<file path="src/rtl/handshake_fifo_sink.sv">
// Consumer-side elastic buffer: DEPTH-entry circular FIFO on a valid/ready channel.
// Both handshake outputs come only from registered occupancy, so ins and outs paths are decoupled.
module handshake_fifo_sink #(
    parameter int DATA_WIDTH = 32,
    parameter int DEPTH      = 4
) (
    input  logic                         clk,
    input  logic                         rst,
    input  logic [DATA_WIDTH-1:0]        ins,
    input  logic                         ins_valid,
    output logic                         ins_ready,
    output logic [DATA_WIDTH-1:0]        outs,
    output logic                         outs_valid,
    input  logic                         outs_ready,
    output logic [$clog2(DEPTH+1)-1:0]   count
);

    localparam int AW = $clog2(DEPTH);
    localparam int CW = $clog2(DEPTH + 1);
    localparam logic [CW-1:0] FULL_COUNT = CW'(DEPTH);

    logic [DATA_WIDTH-1:0] mem [DEPTH];
    logic [AW-1:0]         wr_ptr;
    logic [AW-1:0]         rd_ptr;
    logic [CW-1:0]         occ;
    logic [CW-1:0]         occ_next;
    logic                  push;
    logic                  pop;

    // rst gates ins_ready so a producer never sees acceptance on a reset edge.
    assign ins_ready  = rst && (occ != FULL_COUNT);
    assign outs_valid = (occ != '0);
    assign outs       = mem[rd_ptr];
    assign count      = occ;

    assign push = ins_valid && ins_ready;
    assign pop  = outs_valid && outs_ready;

    always_comb begin
        occ_next = occ;
        unique case ({push, pop})
            2'b10:   occ_next = occ + 1'b1;
            2'b01:   occ_next = occ - 1'b1;
            default: occ_next = occ;
        endcase
    end

    always_ff @(posedge clk) begin
        if (!rst) begin
            occ    <= '0;
            wr_ptr <= '0;
            rd_ptr <= '0;
        end else begin
            occ <= occ_next;
            if (push) begin
                wr_ptr <= wr_ptr + 1'b1;
            end
            if (pop) begin
                rd_ptr <= rd_ptr + 1'b1;
            end
        end
    end

    // Payload storage carries no reset; push already excludes the reset edge.
    always_ff @(posedge clk) begin
        if (push) begin
            mem[wr_ptr] <= ins;
        end
    end

endmodule

</file>
<file path="config.mk">
export PLATFORM = sky130hd
export DESIGN_NAME = handshake_fifo_sink
export DESIGN_NICKNAME = d
export VERILOG_FILES = /design/src/rtl/handshake_fifo_sink.sv
export SDC_FILE = /design/constraint.sdc
export NUM_CORES = 1
export LEC_CHECK = 0
export CORE_AREA = 10 10 94 138
export CTS_CLUSTER_SIZE = 25
export DETAILED_ROUTE_END_ITERATION = 7
export DIE_AREA = 0 0 104 148
export GPL_ROUTABILITY_DRIVEN = 1
export PLACE_DENSITY = 0.73
export SLEW_MARGIN = 15
export SYNTH_ARGS = -nofsm -noshare
export SYNTH_HDL_FRONTEND = slang
export SYNTH_SLANG_ARGS = --single-unit
</file>
<file path="constraint.sdc">
create_clock -name clk -period 2.65 [get_ports clk]
set_input_delay 0.53 -clock clk [delete_from_list [all_inputs] [get_ports clk]]
set_output_delay 0.53 -clock clk [all_outputs]
set_load 0.03 [all_outputs]
</file>
==> impl_results.md <==
* Drt wl/cell at 19.88 um
* Clock buffer depth at 2
* Final Total Pwr at between 6 and 7 mW
* Number of buffer cells added on primary ports at 72
* Average cell area after synthesis at 23.53 sq um
* Critical path's slowest cell: sky130_fd_sc_hd__mux4_2
* Flop-to-flop setup slack at about 0.51 ns
* GRT Overall Usage at 0.1274
* Clk_lat worst skew at approximately 0.4 ns
* Slack of the critical path at 0.1473 ns
* Vertical die dimension at about 150 um
* Highest Clock Rate at between 0.3 and 0.4 GHz
* Post-Place Setup Slack at -0.01819 ns
* Hold Fails Final Rpt at 0
* Status: complete, no violations
* Final std cells w/o fill at 468
* Area inside the core boundary at 0.01048 sq mm
* CTS HTree Levels at 4
* Router iterations before antenna repair at 4
* Effective utilization at floorplan at 0.4920
* Max-cap violations at 0
* Final wirelength at 9.306 mm
* Count of antenna-violating nets left after detailed routing at 0
* Vias post-DR at between 2000 and 2500
* Most common cell after layout, fill and taps aside: sky130_fd_sc_hd__edfxtp_1
* Proportion of layout cells with a drive suffix above 1 at 0.2229
* Number of antenna violations at the first check in global routing at 2
* Detailed placement HPWL at between 5 and 6 mm
* Switching power at 1.787 mW
* Unique cell type count in the Yosys netlist at 24
* Number of cells after detailed placement at approximately 440
* Gpl congestion at 0.6873
* Combined buffer and inverter count along the critical path at 2
* Data arrival time of the critical path at 1.97 ns
* Sequential cell fraction of total power at 0.397
* Clock power share at 0.353
* Max transition margin at 0.7502
* Critical path startpoint category: flop
* CTS root buf: sky130_fd_sc_hd__clkbuf_16
* Placement Rows at 46
* Internal power component at 4.815 mW
* Family with the most delay on the worst path: buffers and inverters
* Final count of negative-setup-slack endpoints at 0
* Fraction of the yosys area taken by sequential cells at 0.7808
* Final worst clock skew at 0.006562 ns
* Combinational fraction of design power at 0.250
* Shortest period the worst path allows at 2.503 ns
* Number of fill cells at 762
* Worst hold slack after final layout at roughly 0.5 ns
* Power density over the cells at 986.8 mW/mm^2
* Drt first-iter violations at 127
* Unrepaired setup endpoints after global routing: no
* Top cell type by total area after synthesis: sky130_fd_sc_hd__edfxtp_1
* Net Count, Synth at 261
* Number of CTS-inserted buffers at 17
* Pin count of the biggest net entering global routing at 33
* Number of hold buffers added after CTS at 0
* Leakage Power at ~2.2 nW
* Clock tree from TritonCTS: done
* Highest-count cells in the layout ignoring fill and taps: sky130_fd_sc_hd__edfxtp_1, sky130_fd_sc_hd__clkdlybuf4s50_1, sky130_fd_sc_hd__mux4_2
* Per-cell via count in the routed design at 5.109
* Area growth from synthesis to layout at 29.81%
* GRT overflow at 0
* Slew Limit Fails at 0
* Cell breakdown of the critical path: buf_4 -> mux4_2 -> dlygate4sd2_1
* Top cell type's share of synthesized area at 0.7458
* Area of the die at 0.01539 sq mm
* Flip-flop and latch count after synthesis at around 140
* Peak per-stage delay on the critical path at 0.57 ns
* Worst-Margin Slew at 0.3747 ns
* Number of nets in the final layout at 353
* Number of global-route vias before repair at 2617
* Path type of the worst min-delay path: reg2reg
* DRC violation count after routing at 0
* Total Neg Setup Slack at 0 ns
* Ranking of synthesized cells by area: sky130_fd_sc_hd__edfxtp_1, sky130_fd_sc_hd__mux4_2, sky130_fd_sc_hd__dfxtp_1
* Worst Setup End Kind: primary output
* Worst-path maximum fanout at 12
* Overall die width at 104 um
* Post-CTS clock slew at the launch and capture registers of the worst setup and hold paths at 0.05 ns
* Largest voltage drop on the vdd net at 0.8369 mV
* # clock sinks at 137
* Total standard cell area after synthesis at ~0.005 sq mm
* Startpoint-to-endpoint class of the critical path: reg2out
* Top-level port count at 73
* Share of the cycle needed by the critical path after routing at 0.9444
* Wire length of the first global-routing pass at between 10 and 15 mm
* Switching share of power at 0.2707
* Synth warnings at 0
* WP data required at 2.12 ns
* Instance count of the mapped netlist at about 220
[synthesized netlist by cell type]
| library cell | number |
|---|---|
| sky130_fd_sc_hd__xnor2_1 | 3 |
| sky130_fd_sc_hd__ha_1 | 5 |
| sky130_fd_sc_hd__mux4_2 | 30 |
| sky130_fd_sc_hd__a21boi_0 | 2 |
| sky130_fd_sc_hd__fa_1 | 1 |
| sky130_fd_sc_hd__nor2_1 | 1 |
| sky130_fd_sc_hd__o21ai_0 | 2 |
| sky130_fd_sc_hd__mux2i_1 | 2 |
| sky130_fd_sc_hd__mux4_1 | 2 |
| sky130_fd_sc_hd__nand2_1 | 4 |
| sky130_fd_sc_hd__and2_1 | 7 |
| sky130_fd_sc_hd__o31a_1 | 1 |
| sky130_fd_sc_hd__o311ai_2 | 1 |
| sky130_fd_sc_hd__nor2b_1 | 2 |
| sky130_fd_sc_hd__edfxtp_1 | 128 |
| sky130_fd_sc_hd__buf_2 | 3 |
| sky130_fd_sc_hd__clkbuf_2 | 1 |
| sky130_fd_sc_hd__or3_1 | 2 |
| sky130_fd_sc_hd__buf_6 | 1 |
| sky130_fd_sc_hd__a21oi_2 | 1 |
| sky130_fd_sc_hd__xor2_1 | 1 |
| sky130_fd_sc_hd__dfxtp_1 | 9 |
| sky130_fd_sc_hd__buf_12 | 3 |
| sky130_fd_sc_hd__inv_1 | 7 |
[metrics by stage]
stage,util,instance area (sq um)
after floorplan,-,5154
after global placement,0.5848,6126
after detailed placement,0.5848,6126
after CTS,0.6377,6680
after global routing,0.6387,6690
final,0.6387,6690
[sequential cells by signal, indices dropped and copies added (netlist names), named ones only]
name    count
mem       128
count       3
rd_ptr      2
wr_ptr      2
[worst register-to-register path: stages (launching register included)]
cell and delay (ns):
sky130_fd_sc_hd__dfxtp_1 0.38, sky130_fd_sc_hd__nor2_1 0.19, sky130_fd_sc_hd__a21oi_2 0.13, sky130_fd_sc_hd__inv_1 0.09, sky130_fd_sc_hd__ha_1 0.17, sky130_fd_sc_hd__inv_1 0.06
sky130_fd_sc_hd__fa_1 0.38, sky130_fd_sc_hd__xor2_1 0.16, sky130_fd_sc_hd__or3_1 0.30, sky130_fd_sc_hd__a21boi_0 0.17
[logic make-up (layout without fill, tap and decap cells)]
group | count (synthesis) | count (layout) | share of synthesized area
AO/OA/AOI/OAI | 7 | 7 | 0.01141
buffers and inverters | 15 | 119 | 0.02282
multiplexers | 34 | 34 | 0.1452
other | 0 | 1 | 0
adder cells (fa/ha/maj) | 6 | 6 | 0.01602
AND/OR/NAND/NOR | 16 | 16 | 0.01699
XOR/XNOR | 4 | 4 | 0.006799
flip-flops | 137 | 137 | 0.7808
[metal layers]
metal  global-route usage  share of wire  up-vias
met4              0.06844          0.032        0
met3              0.05091          0.047       18
met5                    0              0        -
met2               0.2169           0.54       53
li1                     -              -     1093
met1               0.1321           0.38     1227
[power groups by stage]
stage                     logic, mW  registers, mW  clock network [mW]
final                          1.65           2.62                2.33
after global routing           1.77           2.64                2.48
after CTS                      1.70           2.62                2.38
after detailed placement       1.81           2.66                   0
after global placement         1.80           2.65                   0
after floorplan                1.19           2.66                   0
[timing repair]
item	CTS	global route
hold endpoints to repair	0	0
resized for setup	29	3
buffers inserted	0	0
endpoints found under the setup margin	29	3
[layout make-up]
| type | instances | area, sq um | share of cell area |
|---|---|---|---|
| tap | 144 | 180.2 | 0.02693 |
| multi-input combinational | 67 | 1017 | 0.1520 |
| clock inverter | 11 | 153.9 | 0.02300 |
| clock buffer | 20 | 436.7 | 0.06527 |
| inverter | 7 | 26.28 | 0.003927 |
| timing repair buffer | 81 | 847.1 | 0.1266 |
| sequential | 137 | 4026 | 0.6018 |
| antenna | 1 | 2.502 | 0.0003740 |
[worst paths after layout]
| kind | from | end | cells after the start |
|---|---|---|---|
| max | flop | outs[20] | 3 |
| min | wr_ptr[1] | wr_ptr[1] | 2 |
| max reg2reg | count[1] | count[2] | 9 |
| min reg2reg | wr_ptr[1] | wr_ptr[1] | 2 |
Power figures use the tool's default switching activity.
